--- src/rtl/display_arbiter_pkg.sv ---
// Shared types, constants and helpers for the display arbiter.
package display_arbiter_pkg;

    localparam int unsigned NUM_REQ    = 3;
    localparam int unsigned VAL_W      = 16;
    localparam int unsigned NIB_W      = 4;
    localparam int unsigned SEG_W      = 7;
    localparam int unsigned NUM_DIGITS = 4;
    localparam int unsigned DIG_W      = 2;

    localparam int unsigned REQ_MAQ1 = 0;
    localparam int unsigned REQ_MAQ2 = 1;
    localparam int unsigned REQ_MAQ3 = 2;

    typedef enum logic [1:0] {
        IDLE  = 2'd0,
        HOLD  = 2'd1,
        SHARE = 2'd2
    } arb_state_e;

    // Hex digit to active-low segments, bit order {g,f,e,d,c,b,a}
    localparam logic [SEG_W-1:0] SEG_LUT [16] = '{
        7'h40, 7'h79, 7'h24, 7'h30, 7'h19, 7'h12, 7'h02, 7'h78,
        7'h00, 7'h10, 7'h08, 7'h03, 7'h46, 7'h21, 7'h06, 7'h0E
    };

    // One-hot of the lowest set bit (highest priority requester)
    function automatic logic [NUM_REQ-1:0] lowest_set(input logic [NUM_REQ-1:0] v);
        return v & (~v + NUM_REQ'(1));
    endfunction

    function automatic logic [VAL_W-1:0] sel_val(
        input logic [NUM_REQ-1:0] oh,
        input logic [VAL_W-1:0]   v0,
        input logic [VAL_W-1:0]   v1,
        input logic [VAL_W-1:0]   v2
    );
        logic [VAL_W-1:0] r;
        r = '0;
        if (oh[REQ_MAQ1])      r = v0;
        else if (oh[REQ_MAQ2]) r = v1;
        else if (oh[REQ_MAQ3]) r = v2;
        return r;
    endfunction

endpackage

--- src/rtl/seg7_hex_decoder.sv ---
// Hex nibble to active-low 7-segment pattern {g,f,e,d,c,b,a}.
module seg7_hex_decoder
    import display_arbiter_pkg::*;
(
    input  logic [NIB_W-1:0] i_nibble,
    output logic [SEG_W-1:0] o_seg
);

    assign o_seg = SEG_LUT[i_nibble];

endmodule

--- src/rtl/display_arbiter.sv ---
// Fixed-priority, minimum-dwell arbiter for a shared 4-digit multiplexed
// 7-segment display, with a frame-coherent shadow of the owner's value.
module display_arbiter
    import display_arbiter_pkg::*;
#(
    parameter int unsigned SCAN_DIV    = 4,
    parameter int unsigned HOLD_CYCLES = 16
) (
    input  logic              clk,
    input  logic              rst,
    input  logic [NUM_REQ-1:0] req,
    input  logic [VAL_W-1:0]  val0,
    input  logic [VAL_W-1:0]  val1,
    input  logic [VAL_W-1:0]  val2,
    output logic [NUM_REQ-1:0] grant,
    output logic              d1,
    output logic              d2,
    output logic              d3,
    output logic              d4,
    output logic              a,
    output logic              b,
    output logic              c,
    output logic              d,
    output logic              e,
    output logic              f,
    output logic              g,
    output logic              ponto
);

    localparam int unsigned PRE_W  = (SCAN_DIV > 1) ? $clog2(SCAN_DIV) : 1;
    localparam int unsigned HOLD_W = (HOLD_CYCLES > 1) ? $clog2(HOLD_CYCLES) : 1;

    arb_state_e          r_state;
    arb_state_e          w_state_nxt;
    logic [NUM_REQ-1:0]  r_grant;
    logic [NUM_REQ-1:0]  w_grant_nxt;
    logic                w_load;
    logic [HOLD_W-1:0]   r_hold_cnt;
    logic [PRE_W-1:0]    r_presc;
    logic [DIG_W-1:0]    r_digit;
    logic [VAL_W-1:0]    r_shadow;

    logic                w_scan_tick;
    logic                w_scan_wrap;
    logic [NUM_REQ-1:0]  w_others;
    logic [NUM_REQ-1:0]  w_higher;
    logic [NIB_W-1:0]    w_nibble;
    logic [SEG_W-1:0]    w_seg_dec;
    logic [NUM_DIGITS-1:0] w_digit_en;
    logic [SEG_W-1:0]    w_seg;
    logic                w_dp;

    assign w_scan_tick = (r_presc == PRE_W'(SCAN_DIV - 1));
    assign w_scan_wrap = w_scan_tick && (r_digit == DIG_W'(NUM_DIGITS - 1));
    assign w_others    = req & ~r_grant;
    // Owner is one-hot, so owner-1 masks exactly the higher-priority bits
    assign w_higher    = req & NUM_REQ'(r_grant - NUM_REQ'(1));

    always_ff @(posedge clk) begin
        if (rst) r_state <= IDLE;
        else     r_state <= w_state_nxt;
    end

    always_comb begin
        w_state_nxt = r_state;
        w_grant_nxt = r_grant;
        w_load      = 1'b0;
        unique case (r_state)
            IDLE: begin
                if (|req) begin
                    w_grant_nxt = lowest_set(req);
                    w_load      = 1'b1;
                    w_state_nxt = HOLD;
                end
            end
            HOLD: begin
                if (r_hold_cnt == '0) w_state_nxt = SHARE;
            end
            SHARE: begin
                if (!(|(req & r_grant))) begin
                    if (|w_others) begin
                        w_grant_nxt = lowest_set(w_others);
                        w_load      = 1'b1;
                        w_state_nxt = HOLD;
                    end else begin
                        w_grant_nxt = '0;
                        w_state_nxt = IDLE;
                    end
                end else if (|w_higher) begin
                    w_grant_nxt = lowest_set(w_higher);
                    w_load      = 1'b1;
                    w_state_nxt = HOLD;
                end
            end
            default: begin
                w_grant_nxt = '0;
                w_state_nxt = IDLE;
            end
        endcase
    end

    // Grant, dwell counter, shadow and free-running scan
    always_ff @(posedge clk) begin
        if (rst) begin
            r_grant    <= '0;
            r_hold_cnt <= '0;
            r_presc    <= '0;
            r_digit    <= '0;
            r_shadow   <= '0;
        end else begin
            r_grant <= w_grant_nxt;
            if (w_load)
                r_hold_cnt <= HOLD_W'(HOLD_CYCLES - 1);
            else if (r_state == HOLD && r_hold_cnt != '0)
                r_hold_cnt <= r_hold_cnt - HOLD_W'(1);
            if (w_load)
                r_shadow <= sel_val(w_grant_nxt, val0, val1, val2);
            else if (w_scan_wrap && |r_grant)
                r_shadow <= sel_val(r_grant, val0, val1, val2);
            if (w_scan_tick) begin
                r_presc <= '0;
                r_digit <= r_digit + DIG_W'(1);
            end else begin
                r_presc <= r_presc + PRE_W'(1);
            end
        end
    end

    always_comb begin
        w_nibble = '0;
        unique case (r_digit)
            2'd0:    w_nibble = r_shadow[15:12];
            2'd1:    w_nibble = r_shadow[11:8];
            2'd2:    w_nibble = r_shadow[7:4];
            default: w_nibble = r_shadow[3:0];
        endcase
    end

    seg7_hex_decoder u_dec (
        .i_nibble (w_nibble),
        .o_seg    (w_seg_dec)
    );

    always_comb begin
        w_digit_en = '1;
        w_seg      = '1;
        w_dp       = 1'b1;
        if (r_state != IDLE) begin
            w_digit_en = ~(NUM_DIGITS'(4'b1000) >> r_digit);
            w_seg      = w_seg_dec;
            w_dp       = ~((r_digit == DIG_W'(NUM_DIGITS - 1)) && (|w_others));
        end
    end

    assign grant                 = r_grant;
    assign {d1, d2, d3, d4}      = w_digit_en;
    assign {g, f, e, d, c, b, a} = w_seg;
    assign ponto                 = w_dp;

endmodule

--- config.mk ---
export PLATFORM = sky130hd
export DESIGN_NAME = display_arbiter
export DESIGN_NICKNAME = d
export VERILOG_FILES = /design/src/rtl/display_arbiter_pkg.sv /design/src/rtl/seg7_hex_decoder.sv /design/src/rtl/display_arbiter.sv
export SDC_FILE = /design/constraint.sdc
export NUM_CORES = 1
export LEC_CHECK = 0
export ABC_AREA = 0
export CAP_MARGIN = 10
export CORE_ASPECT_RATIO = 0.75
export CORE_MARGIN = 8
export CORE_UTILIZATION = 35
export CTS_CLUSTER_SIZE = 10
export DETAILED_ROUTE_END_ITERATION = 10
export HOLD_SLACK_MARGIN = 0.05
export PLACE_DENSITY_LB_ADDON = 0.05
export SETUP_SLACK_MARGIN = 0.02
export SYNTH_ARGS = -nofsm -noshare
export SYNTH_HDL_FRONTEND = slang
export SYNTH_HIERARCHICAL = 1
export SYNTH_SLANG_ARGS = --single-unit
--- constraint.sdc ---
create_clock -name clk -period 8.4 [get_ports clk]
set_clock_uncertainty 0.2 [all_clocks]
set_input_delay 1.68 -clock clk [delete_from_list [all_inputs] [get_ports clk]]
set_output_delay 1.68 -clock clk [all_outputs]
set_load 0.03 [all_outputs]
### Yosys cells after proc, flatten, opt, wreduce, memory -nomap -nowiden

Memory sizes are Yosys's and may differ from the RTL's.
Index checks and enable logic that the tools add are counted.
Widths: inputs -> output; s select.

| operators by class | value |
|---|---|
| multiplexer cells | 32 |
| reductions and logical operators | 18 |
| shifts and indexed selects | 1 |
| order comparisons | 1 |
| add/subtract/negate cells | 7 |
| bitwise logic cells | 13 |
| equality and inequality tests | 9 |

Operators with widths:

| kind | count |
|---|---|
| $mux 16 | 8 |
| $mux 7 | 3 |
| $and 3x3->3 | 6 |
| $reduce_or 3->1 | 5 |
| $mux 3 | 4 |
| $mux 4 | 3 |
| $not 3->3 | 4 |
| $pmux 4 s3 | 1 |
| $add 3x1->3 const B | 3 |
| $pmux 3 s3 | 1 |
| $eq 2x2->1 const B | 4 |
| $mux 2 | 4 |
| $mux 1 | 6 |
| $pmux 2 s3 | 1 |
| $reduce_bool 2->1 | 3 |
| $ge 5x5->1 const B | 1 |
| $not 4->5 | 1 |
| $add 2x1->2 const B | 2 |
| $eq 2x1->1 const B | 2 |
| $logic_and 1x1->1 | 4 |
| $logic_not 2->1 | 2 |
| $logic_not 4->1 | 1 |
| $ne 2x2->1 const B | 2 |
| $not 4->4 | 1 |
| other kinds (9) | 9 |

| word-level totals | value |
|---|---|
| word-level logic and storage cells | 88 |
| memory bits (read-only) | 112 |
| output and inout bits | 15 |
| flip-flop bits (word level) | 29 |
| input bits | 53 |
| memories kept | 1 |

Memory list:

| name | depth | bits a word | rd ports | clocked after Yosys merged registers in | write ports | RTL line | source |
|---|---|---|---|---|---|---|---|
| (no name shown) | 16 | 7 | 1 | 0 | 0 | seg7_hex_decoder.sv:9 | `assign o_seg = SEG_LUT[i_nibble];` |

### Logic depth before layout (Yosys ltp)

| logic depth | value |
|---|---|
| depth in word-level cells | 12 |
| gate-level depth with buffers | 10 |
| depth with buffers taken out | 10 |

### Modules after synthesis

The synthesis kept the hierarchy.

Modules (own cells, without submodules):

| module | times used | seq. area each (sq um) | area each (sq um) | cells each |
|---|---|---|---|---|
| display_arbiter | 1 | 580.6 | 2503.7 | 323 |
| seg7_hex_decoder | 1 | 0.0 | 275.3 | 32 |

### Least setup slack after synthesis

No wires, ideal clock.

| timing | value |
|---|---|
| kind | reg2out |
| from | register r_digit[0] |
| to | output port d |
| data arrival time | 2.458 ns |
| setup slack | 4.062 ns |
| cell stages (with the launch flop) | 9 |
| path buffers | 1 |
| cell sequence | dfxtp_1 > ha_1 > clkbuf_1 > mux2i_1 > inv_1 > ha_1 > inv_1 > mux4_1 > nand2b_1 |

| on the way | value |
|---|---|
| longest elaborated chain between the ends | 7 |
| elaborated cells on any way between the ends | 9 |
| those cells by class | 2 x eq/ne; 4 x mux; 1 x bitwise; 1 x reduce/logical; 1 x memory |

RTL lines:

| what | RTL line | source |
|---|---|---|
| start, declared | display_arbiter.sv:40 | `logic [DIG_W-1:0] r_digit;` |
| start signal, assigned | display_arbiter.sv:122 | `r_digit <= r_digit + DIG_W'(1);` |
| $eq 2x2->1, or another cell as far along | display_arbiter.sv:131 | `unique case (r_digit)` |
| $pmux 4 s3 * | display_arbiter.sv:131 |  |
| via w_nibble[0] | display_arbiter.sv:47 | `logic [NIB_W-1:0] w_nibble;` |
| $not 4->5 (not written as such) * | seg7_hex_decoder.sv:9 |  |
| $mem_v2 16x7 * | - |  |
| $mux 7 (not written as such) * (2 in a row) | seg7_hex_decoder.sv:9 |  |
| via w_seg_dec[3] | display_arbiter.sv:48 | `logic [SEG_W-1:0] w_seg_dec;` |
| $mux 7 * | display_arbiter.sv:148 | `if (r_state != IDLE) begin` |
| end, declared | display_arbiter.sv:23 | `output logic d,` |

Mark *: on every way through the listed nets, which the timed path passes. The rest lies on a longest branch. The select of a mux whose other input is x is not followed.

### Worst setup path after layout

| timing | value |
|---|---|
| from | input port req[0] |
| to | output port ponto |

| on the way | value |
|---|---|
| longest elaborated chain between the ends | 5 |

RTL lines:

| what | RTL line | source |
|---|---|---|
| start, declared | display_arbiter.sv:11 | `input logic [NUM_REQ-1:0] req,` |
| $and 3x3->3 | display_arbiter.sv:55 | `assign w_others = req & ~r_grant;` |
| $reduce_or 3->1 | display_arbiter.sv:151 | `w_dp = ~((r_digit == DIG_W'(NUM_DIGITS - 1)) && (\|w_others));` |
| $logic_and 1x1->1 | display_arbiter.sv:151 |  |
| $not 1->1 | display_arbiter.sv:151 |  |
| $mux 1 | display_arbiter.sv:148 |  |
| end, declared | display_arbiter.sv:27 | `output logic ponto` |

No other way between the ends.

==> results_dict.tcl <==
set metrics [dict create \
    status "finished, final reports clean" \
    setup_violations 0 \
    most_instantiated_flip_flop_cell_in_the_synthesis_netlist "sky130_fd_sc_hd__dfxtp_1" \
    insertion_delay_ps 280 \
    ff2ff_path_depth 8 \
    timing.final.crit_period_ps 5405 \
    dp.cells 498 \
    start_util_pct 35.57 \
    worst_slew_pin_slew_ps 1183 \
    grt_setup_unrepaired "no" \
    crit_path_max_fanout 9 \
    yosysWarningCount 6 \
    die_width_um 118.9 \
    dpl.hpwl_um 6385 \
    switching_component_of_the_power_mw 0.2132 \
    cts_num_sinks 29 \
    clock-root-buffer "sky130_fd_sc_hd__clkbuf_8" \
    finalHoldViolCount 0 \
    max_slew_margin_pct 18.87 \
    routedWlPerCell_um 17.96 \
    dr_wl_met3_um 633 \
    layoutNonFillerInstCount 506 \
    io_buffer_count 67 \
    die_h_um 93.17 \
    first_global_vias 2832 \
    number_of_buffers_between_clock_root_and_the_deepest_sink 2 \
    post_route_cells_drive_above_1_share_pct 8.728 \
    drt_pass1_iterations 5 \
    dr.max_layer_used "met4" \
    most_common_library_cell_in_the_layout_ignoring_fill_and_taps "sky130_fd_sc_hd__clkdlybuf4s50_1" \
    cp_data_arrival_time_ps 3530 \
    cpMostUsedCell "sky130_fd_sc_hd__clkdlybuf4s50_1" \
    crit_required_ps 6520 \
    pwr_density_cell_nw_per_um2 157.0 \
    row_count 28 \
    post_synth_and_or_nand_nor_area_fraction_pct 19.63 \
    largest_net_degree_at_the_start_of_global_routing 42 \
    via_per_inst 5.721 \
    synth_cells 355 \
    placeableCoreArea_um2 7812 \
    first_pass_grt_wire_length_um 14630 \
    critPathKind "in2out" \
    internal_power_mw 0.3434 \
    final_cell_area_um2 3545 \
    fin_tns_setup_ps 0 \
    multi_input_comb_area_um2 1967 \
    irDropWorstVdd_uv 68.07 \
    sequential_cell_area_fraction_in_the_yosys_report_pct 20.89 \
    slew_viol_final 0 \
    placement_cell_area_um2 3443 \
    max_clk_rate_mhz 185.0 \
    cts_setup_buffers 0 \
    post_synthesis_xor_xnor_area_fraction_pct 1.261 \
    timing.max_cap.violations 0 \
    synth_nets 423 \
    layout.area.seq_um2 580.6 \
    sw_frac_of_total_pct 38.31 \
    fin_worst_hold_slack_ps 238.8 \
    min-delay-start "r_presc[0]$_SDFF_PP0_" \
    gp_congestion 0.8154 \
    ys_types 55 \
    combinational_fraction_of_design_power_pct 45.8 \
    cellLeakagePower_nw 1.248 \
    critPathLaunchType "primary input" \
    timing.critical_path.cells "clkdlybuf4s50_1 -> nor2b_1 -> a221oi_1 -> or2_2 -> clkdlybuf4s50_1" \
    global_route.usage.total_pct 15.72 \
    p_clk_share_pct 23.4 \
    detail_route.wirelength.met1_um 4477 \
    cts.hold.buffers_added 0 \
    count_of_antenna_diodes_in_the_layout 0 \
    detail-route-antenna-nets 0 \
    p_total_mw 0.5566 \
    met2_length_um 3835 \
    reg2reg_to "r_shadow[13]$_SDFFE_PP0P_" \
    num-nets-final 468 \
    setup.reg_to_reg.worst_slack_ps 4790 \
    period_share_pct 64.35 \
    synthMuxAreaShare_pct 5.313 \
    post_synth_fa_ha_maj_area_fraction_pct 6.754 \
    seqPwrFrac_pct 30.8 \
    vias 2895 \
    hold-path-cell-count 1 \
    number_of_buffers_created_by_cts 5 \
    hold_class "reg2reg" \
    detail_route.wirelength_um 9090 \
    cts_tree "done" \
    floorplan.die_area_um2 11080 \
    drt_iter0_markers 286 \
    largest_family_of_logic_cells_by_synthesized_area "compound AO/OA/AOI/OAI gates" \
    synth-compound-area-share_pct 37.82 \
    layout_area_growth_over_synthesis_pct 27.56 \
    synth_area_per_cell_um2 7.828 \
    edff_count_synth 0 \
    grt.overflow.total 0 \
    fill_cells 802 \
    synth.ff_latch_count 29 \
    number_of_antenna_violations_at_the_first_check_in_global_routing 0 \
    syn_area_um2 2779 \
    timing.hold.worst_endpoint "r_presc[0]$_SDFF_PP0_" \
    worst_path_largest_cell_delay_ps 630 \
    postCtsResizedCells 0 \
    async_flop_share_pct 0 \
    worstSetupEndpointType "output port" \
    floorplan.io_pins 68 \
    clock_transition_at_path_regs_ps 60 \
    crit_slowest_cell "sky130_fd_sc_hd__clkdlybuf4s50_1" \
    worstReg2RegStart "grant[0]$_SDFF_PP0_" \
    htreeDepth 2 \
    top_library_cells_by_usage_in_the_layout_fill_and_taps_aside "sky130_fd_sc_hd__clkdlybuf4s50_1 (67), sky130_fd_sc_hd__o21ai_0 (35), sky130_fd_sc_hd__nor2_1 (29), sky130_fd_sc_hd__dfxtp_1 (29), sky130_fd_sc_hd__nand2_1 (26)" \
    detail_route.drc_violations 0 \
]
-- area by class of cell --
class | count | share of cell area, %
sequential | 29 | 16.38
clock inverter | 1 | 0.1412
tap | 105 | 3.706
multi-input combinational | 276 | 55.49
inverter | 17 | 1.800
timing repair buffer | 71 | 19.77
clock buffer | 7 | 2.718
-- power groups by stage --
stage	combinational (mW)	sequential, mW	clock [mW]
2_1_floorplan	0.179	0.169	0
3_3_place_gp	0.254	0.174	0
3_5_place_dp	0.255	0.174	0
4_1_cts	0.255	0.171	0.133
5_1_grt	0.280	0.174	0.141
6_report	0.255	0.172	0.130
-- per-stage QoR --
stage / util, % / worst slack (ps)
final: 45.37 / 2995
after global routing: 45.37 / 2785
after CTS: 45.37 / 3006
after detailed placement: 44.07 / 3010
after global placement: 44.07 / 3027
after floorplan: - / 4062
-- cell families after synthesis --
logic type               Yosys count
AO/OA/AOI/OAI                    138
AND/OR/NAND/NOR                  106
buffers and inverters             50
flip-flops                        29
adder cells (fa/ha/maj)           15
multiplexers                      13
XOR/XNOR                           4
-- sequential cells by signal, indices dropped and copies added (netlist names) --
register and flops:
r_shadow 16, r_hold_cnt 4, grant 3, r_digit 2, r_presc 2, r_state 2
-- worst max-delay path by stage --
stage | start | endpoint
floorplan | r_digit[0]$_SDFFE_PP0P_ | d
global placement | req[0] | ponto
detailed placement | req[0] | ponto
CTS | req[0] | ponto
global route | r_digit[1]$_SDFFE_PP0P_ | a
finish | req[0] | ponto
-- synthesized netlist by cell type (all sizes together), types with 2 or more instances --
master	instances	area (um^2)
xor2	2	17.52
xnor2	2	17.52
o21ai	37	192.7
a311oi	16	196.4
a21o	21	158.9
nor3	4	36.29
mux2i	11	110.1
buf	14	96.34
a21oi	10	50.05
nand2	26	97.59
inv	17	63.81
ha	15	187.7
clkbuf	19	71.32
nand4	16	100.1
dfxtp	29	580.6
a22oi	17	132.6
o22ai	17	106.4
nand3	2	10.01
nand2b	11	68.82
a222oi	6	60.06
nor2b	8	50.05
or3b	2	17.52
a22o	2	17.52
a31oi	3	25.02
nor2	29	108.9
-- layer usage --
metal	global-route usage, %	up-vias
met1	21.37	1336
met2	24.35	127
met5	0	-
met4	5.037	0
met3	3.311	17
li1	-	1415
-- critical path: cells and delay by family --
kind | cells | cell delay [ps]
AO/OA/AOI/OAI | 1 | 70
buffers and inverters | 2 | 1220
AND/OR/NAND/NOR | 2 | 550
(Power assumes the default switching activity.)
